## src/rtl/pe_skew_feeder_if.sv

```systemverilog
// Stream bundle (tdata/tvalid/tready/tlast) used on both sides of the skew feeder.
//   master : drives tdata, tvalid, tlast; receives tready
//   slave  : receives tdata, tvalid, tlast; drives tready
// Handshake: a beat transfers on a rising clock edge where tvalid and tready are
// both high. A master holding tvalid keeps tdata/tlast stable until that edge, and
// tvalid never depends combinationally on tready.
interface pe_skew_feeder_if #(
  parameter int DW = 128
) ();
  logic [DW-1:0] tdata;
  logic          tvalid;
  logic          tready;
  logic          tlast;

  modport master (output tdata, output tvalid, output tlast, input tready);
  modport slave  (input tdata, input tvalid, input tlast, output tready);
endinterface

```

## src/rtl/pe_skew_feeder.sv

```systemverilog
// Skewed operand feeder for a row/column of systolic MAC PEs.
// Lane i of each accepted input vector is delayed by i beats, so the output forms
// the diagonal wavefront a systolic array expects. After the input tlast the block
// flushes LANES-1 zero-fed beats to drain the trailing triangle.
// Ports:
//   aclk, aresetn : clock, synchronous active-low reset
//   s             : input stream, LANES*WIDTH packed (lane i at [i*WIDTH +: WIDTH])
//   m             : skewed output stream, same packing, all lanes valid together
//   busy          : frame in progress (RUN or FLUSH)
//   dbg_state_o   : current FSM state (0 IDLE, 1 RUN, 2 FLUSH)
module pe_skew_feeder #(
  parameter int WIDTH = 32,
  parameter int LANES = 4
) (
  input  logic                  aclk,
  input  logic                  aresetn,
  pe_skew_feeder_if.slave       s,
  pe_skew_feeder_if.master      m,
  output logic                  busy,
  output logic [1:0]            dbg_state_o
);

  typedef enum logic [1:0] {
    IDLE  = 2'd0,
    RUN   = 2'd1,
    FLUSH = 2'd2
  } state_e;

  localparam int             CW         = $clog2(LANES) + 1;
  localparam logic [CW-1:0]  FLUSH_INIT = CW'(LANES - 1);

  state_e                   state_q, state_d;
  logic [CW-1:0]            flush_cnt_q, flush_cnt_d;
  logic [LANES*WIDTH-1:0]   m_tdata_q, m_tdata_d;
  logic                     m_tvalid_q, m_tvalid_d;
  logic                     m_tlast_q, m_tlast_d;

  logic                     flushing;
  logic                     advance;
  logic                     accept;
  logic                     shift_en;
  logic [WIDTH-1:0]         feed_w [LANES];
  logic [WIDTH-1:0]         tap_w  [LANES];

  assign flushing = (state_q == FLUSH);
  // The output register can take a new beat when empty or being drained.
  assign advance  = !m_tvalid_q || m.tready;
  assign s.tready = advance && !flushing;
  assign accept   = s.tvalid && s.tready;
  // Delay lines move on every accepted beat and on every flush beat.
  assign shift_en = accept || (flushing && advance);

  // Per-lane delay lines. During flush the feed is zero, which also leaves the
  // lines clean for the next frame's leading triangle.
  for (genvar gi = 0; gi < LANES; gi++) begin : g_lane
    assign feed_w[gi] = accept ? s.tdata[gi*WIDTH +: WIDTH] : '0;
    if (gi == 0) begin : g_l0
      assign tap_w[gi] = feed_w[gi];
    end else if (gi == 1) begin : g_l1
      logic [WIDTH-1:0] line_q;
      always_ff @(posedge aclk) begin
        if (!aresetn)      line_q <= '0;
        else if (shift_en) line_q <= feed_w[gi];
      end
      assign tap_w[gi] = line_q;
    end else begin : g_ln
      // Newest stage in the low word, oldest in the high word.
      logic [gi*WIDTH-1:0] line_q;
      always_ff @(posedge aclk) begin
        if (!aresetn)      line_q <= '0;
        else if (shift_en) line_q <= {line_q[(gi-1)*WIDTH-1:0], feed_w[gi]};
      end
      assign tap_w[gi] = line_q[gi*WIDTH-1 -: WIDTH];
    end
  end

  always_comb begin
    state_d     = state_q;
    flush_cnt_d = flush_cnt_q;
    m_tdata_d   = m_tdata_q;
    m_tvalid_d  = m_tvalid_q;
    m_tlast_d   = m_tlast_q;

    if (shift_en) begin
      for (int l = 0; l < LANES; l++) begin
        m_tdata_d[l*WIDTH +: WIDTH] = tap_w[l];
      end
      m_tvalid_d = 1'b1;
      m_tlast_d  = 1'b0;
    end else if (advance) begin
      m_tvalid_d = 1'b0;
    end

    case (state_q)
      IDLE, RUN: begin
        if (accept) begin
          if (s.tlast) begin
            if (LANES == 1) begin
              // No skew to drain: tlast passes straight through.
              m_tlast_d = 1'b1;
              state_d   = IDLE;
            end else begin
              state_d     = FLUSH;
              flush_cnt_d = FLUSH_INIT;
            end
          end else begin
            state_d = RUN;
          end
        end
      end
      FLUSH: begin
        if (advance) begin
          flush_cnt_d = flush_cnt_q - CW'(1);
          if (flush_cnt_q == CW'(1)) begin
            m_tlast_d = 1'b1;
            state_d   = IDLE;
          end
        end
      end
      default: state_d = IDLE;
    endcase
  end

  always_ff @(posedge aclk) begin
    if (!aresetn) begin
      state_q     <= IDLE;
      flush_cnt_q <= '0;
      m_tdata_q   <= '0;
      m_tvalid_q  <= 1'b0;
      m_tlast_q   <= 1'b0;
    end else begin
      state_q     <= state_d;
      flush_cnt_q <= flush_cnt_d;
      m_tdata_q   <= m_tdata_d;
      m_tvalid_q  <= m_tvalid_d;
      m_tlast_q   <= m_tlast_d;
    end
  end

  assign m.tdata     = m_tdata_q;
  assign m.tvalid    = m_tvalid_q;
  assign m.tlast     = m_tlast_q;
  assign busy        = (state_q != IDLE);
  assign dbg_state_o = state_q;

endmodule

```

## src/flat_wrapper.sv

```systemverilog
// flat-port wrapper written by rule: the top's interface ports become plain ports
module pe_skew_feeder_flat 
#(
  parameter int WIDTH = 32,
  parameter int LANES = 4
)
  (aclk, aresetn, busy, dbg_state_o, s_tdata, s_tvalid, s_tlast, s_tready, m_tdata, m_tvalid, m_tlast, m_tready);
  pe_skew_feeder_if #(.DW((WIDTH * LANES))) s_i ();
  pe_skew_feeder_if #(.DW((WIDTH * LANES))) m_i ();
  input  logic aclk;
  input  logic aresetn;
  output logic busy;
  output logic [1:0] dbg_state_o;
  input wire logic [$bits(s_i.tdata)-1:0] s_tdata;
  input wire logic [$bits(s_i.tvalid)-1:0] s_tvalid;
  input wire logic [$bits(s_i.tlast)-1:0] s_tlast;
  output wire logic [$bits(s_i.tready)-1:0] s_tready;
  output wire logic [$bits(m_i.tdata)-1:0] m_tdata;
  output wire logic [$bits(m_i.tvalid)-1:0] m_tvalid;
  output wire logic [$bits(m_i.tlast)-1:0] m_tlast;
  input wire logic [$bits(m_i.tready)-1:0] m_tready;
  assign s_i.tdata = s_tdata;
  assign s_i.tvalid = s_tvalid;
  assign s_i.tlast = s_tlast;
  assign s_tready = s_i.tready;
  assign m_tdata = m_i.tdata;
  assign m_tvalid = m_i.tvalid;
  assign m_tlast = m_i.tlast;
  assign m_i.tready = m_tready;
  pe_skew_feeder #(.WIDTH(WIDTH), .LANES(LANES)) u_core (.aclk(aclk), .aresetn(aresetn), .s(s_i), .m(m_i), .busy(busy), .dbg_state_o(dbg_state_o));
endmodule
```

## config.mk

```make
export PLATFORM = sky130hd
export DESIGN_NAME = pe_skew_feeder_flat
export DESIGN_NICKNAME = d
export VERILOG_FILES = /design/src/rtl/pe_skew_feeder_if.sv /design/src/rtl/pe_skew_feeder.sv /design/src/flat_wrapper.sv
export SDC_FILE = /design/constraint.sdc
export NUM_CORES = 1
export LEC_CHECK = 0
export CAP_MARGIN = 20
export CORE_MARGIN = 2
export CORE_UTILIZATION = 40
export CTS_CLUSTER_SIZE = 25
export DETAILED_ROUTE_END_ITERATION = 6
export HOLD_SLACK_MARGIN = 0.12
export PLACE_DENSITY = 0.75
export SYNTH_ARGS = -nofsm -noshare
export SYNTH_HDL_FRONTEND = slang
export SYNTH_SLANG_ARGS = --single-unit
```

## constraint.sdc

```tcl
create_clock -name aclk -period 1.9 [get_ports aclk]
set_clock_uncertainty 0.05 [all_clocks]
set_input_delay 0.38 -clock aclk [delete_from_list [all_inputs] [get_ports aclk]]
set_output_delay 0.38 -clock aclk [all_outputs]
set_load 0.02 [all_outputs]
```

# --- Yosys cells after proc, flatten, opt, wreduce, memory -nomap -nowiden ---
# Cells that the tools add are included.
totals:
  reg_bits: 327
  input_bits: 133
  output_inout_bits: 134
  word_cells: 49
op_classes:
  addsub: 1
  n_eq_ne: 7
  muxes: 19
  n_reduce_logical: 14
op_table:
  columns: ["op", "n"]
  rows:
  - ["$mux W32", 4]
  - ["$mux W3", 3]
  - ["$mux W2", 4]
  - ["$mux W1", 6]
  - ["$ne A2 B2 Y1 const B", 3]
  - ["$pmux W3 S2", 1]
  - ["$reduce_bool A2 Y1", 3]
  - ["$pmux W2 S2", 1]
  - ["$reduce_and A4 Y1", 1]
  - ["$eq A3 B1 Y1 const B", 1]
  - ["$logic_and A1 B1 Y1", 3]
  - ["$reduce_and A3 Y1", 1]
  - ["$sub A3 B1 Y3 const B", 1]
  - ["$eq A2 B1 Y1 const B", 1]
  - ["$eq A2 B2 Y1 const B", 1]
  - ["$logic_not A1 Y1", 2]
  - ["$logic_not A2 Y1", 1]
  - ["$logic_or A1 B1 Y1", 2]
  - ["$ne A2 B1 Y1 const B", 1]
  - ["$reduce_or A2 Y1", 1]

# --- Longest topological paths before layout ---
logic_depth:
  depth_word: 9
  ltp_mapped: 7
  ltp_nobuf: 5

# --- Worst setup path before layout ---
# Ideal clock, no wire load.
synth_path:
  path_type: "flip-flop to flip-flop"
  startpoint: "register u_core.state_q[1], in the netlist u_core.dbg_state_o[1]"
  endpoint: "register u_core.m_tdata_q[100], in the netlist u_core.m.tdata[100]"
  setup_time_ps: 72
  arrival_ps: 1510
  required_ps: 1778
  path_slack_ps: 268
  stages_incl_launch_ff: 8
  path_buffers: 4
  synth_period_minus_slack_ps: 1632
  cell_sequence: "dfxtp_1 > nor2b_1 > buf_2 > o21a_1 > buf_2 > buf_6 > buf_6 > mux2i_1"
synth_between:
  elab_chain_cells: 5
  word_cells_on_any_way: 6
  classes_between: "eq/ne: 1; reduce/logical: 5"
synth_lines:
  columns: ["item", "line", "rtl"]
  rows:
  - ["start, declared", "pe_skew_feeder.sv:32", "state_e state_q, state_d;"]
  - ["start signal, assigned", "pe_skew_feeder.sv:132", "state_q <= state_d;"]
  - ["$eq A2 B2 Y1 *", "pe_skew_feeder.sv:45", "assign flushing = (state_q == FLUSH);"]
  - ["$logic_not A1 Y1", "pe_skew_feeder.sv:48", "assign s.tready = advance && !flushing;"]
  - ["$logic_and A1 B1 Y1", "pe_skew_feeder.sv:48", null]
  - ["$logic_and A1 B1 Y1", "pe_skew_feeder.sv:49", "assign accept = s.tvalid && s.tready;"]
  - ["$logic_or A1 B1 Y1 *", "pe_skew_feeder.sv:51", "assign shift_en = accept || (flushing && advance);"]
  - ["end signal, assigned", "pe_skew_feeder.sv:134", "m_tdata_q <= m_tdata_d;"]
  - ["end, declared", "pe_skew_feeder.sv:34", "logic [LANES*WIDTH-1:0] m_tdata_q, m_tdata_d;"]
# Mark *: on every way between the ends. The rest lies on a longest branch, timed or not.
# A chain may end at the register's enable or synchronous reset.

# --- Worst setup path in the final report ---
layout_path:
  startpoint: "register u_core.m_tdata_q[121], in the netlist u_core.m.tdata[121]"
  endpoint: "output m_tdata[121]"
layout_rtl:
  columns: ["item", "line", "rtl"]
  rows:
  - ["end, declared", "flat_wrapper.sv:18", "output wire logic [$bits(m_i.tdata)-1:0] m_tdata;"]
# No word-level cell between the ends.

==> metrics.yaml <==
logic_synthesis:
  seq_area_frac_synth_pct: 48.40
  postSynthAreaPerCell_um2: 8.952
  synth_top_area_share_pct: 48.40
  synth_area_leaders: "dfxtp_1 (48%), mux2i_1 (14%), nand2_1 (12%)"
  syn_area_mm2: 0.01353
  synth.largest_area_cell: "dfxtp_1"
  synth-main-ff-cell: "dfxtp_1"
  async_flop_share_pct: 0
  synth_cell_types: 27
  synth_nets: 1646
  synth_seq_cells: 327
  syn_inst: 1511
  yosysWarnings: 0
  synth_edf_count: 0
timing:
  setup_viol: 0
  tightestPinTransition_ns: 0.4217
  finalCritPeriodShare_pct: 97.97
  maxSlewHeadroom_pct: 71.89
  drv_slew: 0
  tns_ns: 0
  hold_viol_final: 0
  max_freq_ghz: 0.5372
  finalCriticalPeriod_ns: 1.861
floorplan:
  die_h_um: 187.9
  die-area_mm2: 0.03530
  initial_core_util_pct: 40.44
  core_area_mm2: 0.03345
  die_w_um: 187.9
  io_pins: 267
  rows: 67
global_routing:
  grt_pass1_vias: 11420
  grt_max_degree: 94
  antenna_found_initial: 2
  grt_pass1_wl_um: 58000
  track_usage_pct: 19.74
  grt.met3_usage_pct: 4.791
  use_met2_pct: 33.22
  global_route.usage.met1_pct: 24.81
  busiest_layer: "met2"
  overflow: 0
hold_path:
  min-delay-path-class: "primary input to flop"
  hp-start: "s_tvalid"
worst_setup_path:
  start_kind: "flop"
  critPathKind: "flop to output pin"
  cp-end-kind: "output pin"
  cp.required_ns: 1.47
  max_stage_delay_ns: 0.60
  cp_num_buf_inv: 1
  crit_arrival_ns: 1.43
  critical_path.top_delay_family: "buffers and inverters"
  crit_slowest_cell: "clkdlybuf4s50_1"
  path_cells: "clkdlybuf4s50_1"
  worst_r2r_startpoint: "u_core.dbg_state_o[0]$_SDFFE_PN0P_"
  critical_path.max_fanout: 2
  critPathLaunch: "u_core.m.tdata[121]$_SDFFE_PN0P_"
clock_network:
  clk_pin_slew_ns: 0.05
  postCtsHoldBufs: 0
  cts_buffers: 37
  cts_tree: "yes"
  clk_latency_ns: 0.51
  htree_levels: 2
  cts_root_buf: "clkbuf_16"
  cts.sinks: 327
  post_cts_buffers: 0
  clock_path_buffers: 3
route:
  drtIter0Drc: 778
  firstDrtPassIters: 5
  final_antenna_net_count: 0
  drc: 0
  wl_per_cell_um: 16.35
  drt_wl_total_um: 35960
  via_per_inst: 5.372
  vias: 11820
placement:
  gp_congestion: 0.7754
  placed_cells_incl_taps: 2134
  portBuffers: 266
  dpl_cell_area_mm2: 0.01696
  dpl.hpwl_um: 22880
cells_and_area:
  final_util_pct: 53.96
  fillers: 2949
  drive_gt1_share_pct: 7.314
  final_nets: 1860
  instances_no_fill: 2200
  area_delta_synth_final_pct: 33.43
  fin_area_mm2: 0.01805
  regArea_mm2: 0.006548
  multi_input_area_mm2: 0.006304
pwr:
  fin_total_pwr_mw: 16.42
  p_per_area_mw_per_mm2: 909.7
  ir_drop_mv: 0.5556
  power_leakage_nw: 7.422
job:
  maxCapViolCount: 0
run_status:
  status: "finished clean"
## cells in the mapped netlist, drive strengths merged (3+ instances only)
cell type and instances:
nand2 417, dfxtp 327, mux2i 192, a31oi 132, nand3b 129, nand4 129
clkbuf 102, buf 54, o21a 4, inv 3, nor2 3, nor2b 3
## report_power, final
part           switching, mW  leakage, nW  internal, mW
clock                   2.73        0.573          4.17
combinational           1.15         4.19          1.02
sequential             0.189         2.66          7.16
total                   4.07         7.42          12.4
## final cells by class
cell class	count	share of cell area (%)
antenna	2	0.02773
inverter	4	0.09705
timing repair buffer	331	19.04
multi-input combinational	1024	34.93
sequential	327	36.28
clock buffer	59	6.211
clock inverter	5	0.3120
tap	448	3.106
## per-stage QoR
step                hold slack [ns]  setup slack (ns)
finish                       0.2489           0.03862
global route                 0.2545         -0.002934
detailed placement           0.3989           -0.2356
floorplan                    0.3906            0.2681
CTS                          0.2271         0.0007565
global placement             0.3911           -0.2154
## layout by cell type (no fill, tap or decap), types with 3 or more instances in the layout
cell type	synthesis	layout
inv_1	3	3
clkdlybuf4s50_1	0	132
buf_4	5	34
a31oi_1	132	132
clkbuf_16	0	39
dlygate4sd2_1	0	113
nor2_1	3	3
dfxtp_1	327	326
clkbuf_1	102	13
o21a_1	4	3
nand2_1	417	417
nand3b_1	129	129
buf_12	0	31
mux2i_1	192	192
clkbuf_8	0	8
nand4_1	129	129
dlymetal6s2s_1	0	16
## state kept, by name (all words and copies together) (netlist names)
register and count:
u_core.m.tdata 128, u_core.g_lane.g_l1.line_q 32, u_core.m.tvalid 1, u_core.m.tlast 1
u_core.g_lane.g_ln.line_q 160, u_core.flush_cnt_q 3, u_core.dbg_state_o 2
## layer usage
layer	part of all wire, %	up-vias
met4	2.5	0
met3	7.0	58
met2	47	346
met1	43	5655
met5	0	-
li1	-	5759
## cells by family after synthesis
kind of cell | share of synthesized area [%]
and+or+nand+nor | 25.20
DFF | 48.40
muxes | 14.21
buffers and inverters | 5.337
AOI/OAI and AO/OA | 6.678
adders and majority gates | 0.1850
## worst paths after layout
kind                                                                      to  slack [ns]  cells after the start
worst min-delay path                          u_core.m.tdata[5]$_SDFFE_PN0P_        0.25                      3
worst max register to register  u_core.g_lane[1].g_l1.line_q[6]$_SDFFE_PN0P_        0.22                      6
worst min register to register               u_core.m.tdata[94]$_SDFFE_PN0P_        0.40                      2
worst max-delay path                                            m_tdata[121]        0.04                      1
## repair_timing
item                                    4_1_cts  5_1_grt
resized for setup                           120       20
endpoints found under the setup margin      116       17
cloned                                        0        0
Power figures use the tool's default switching activity.
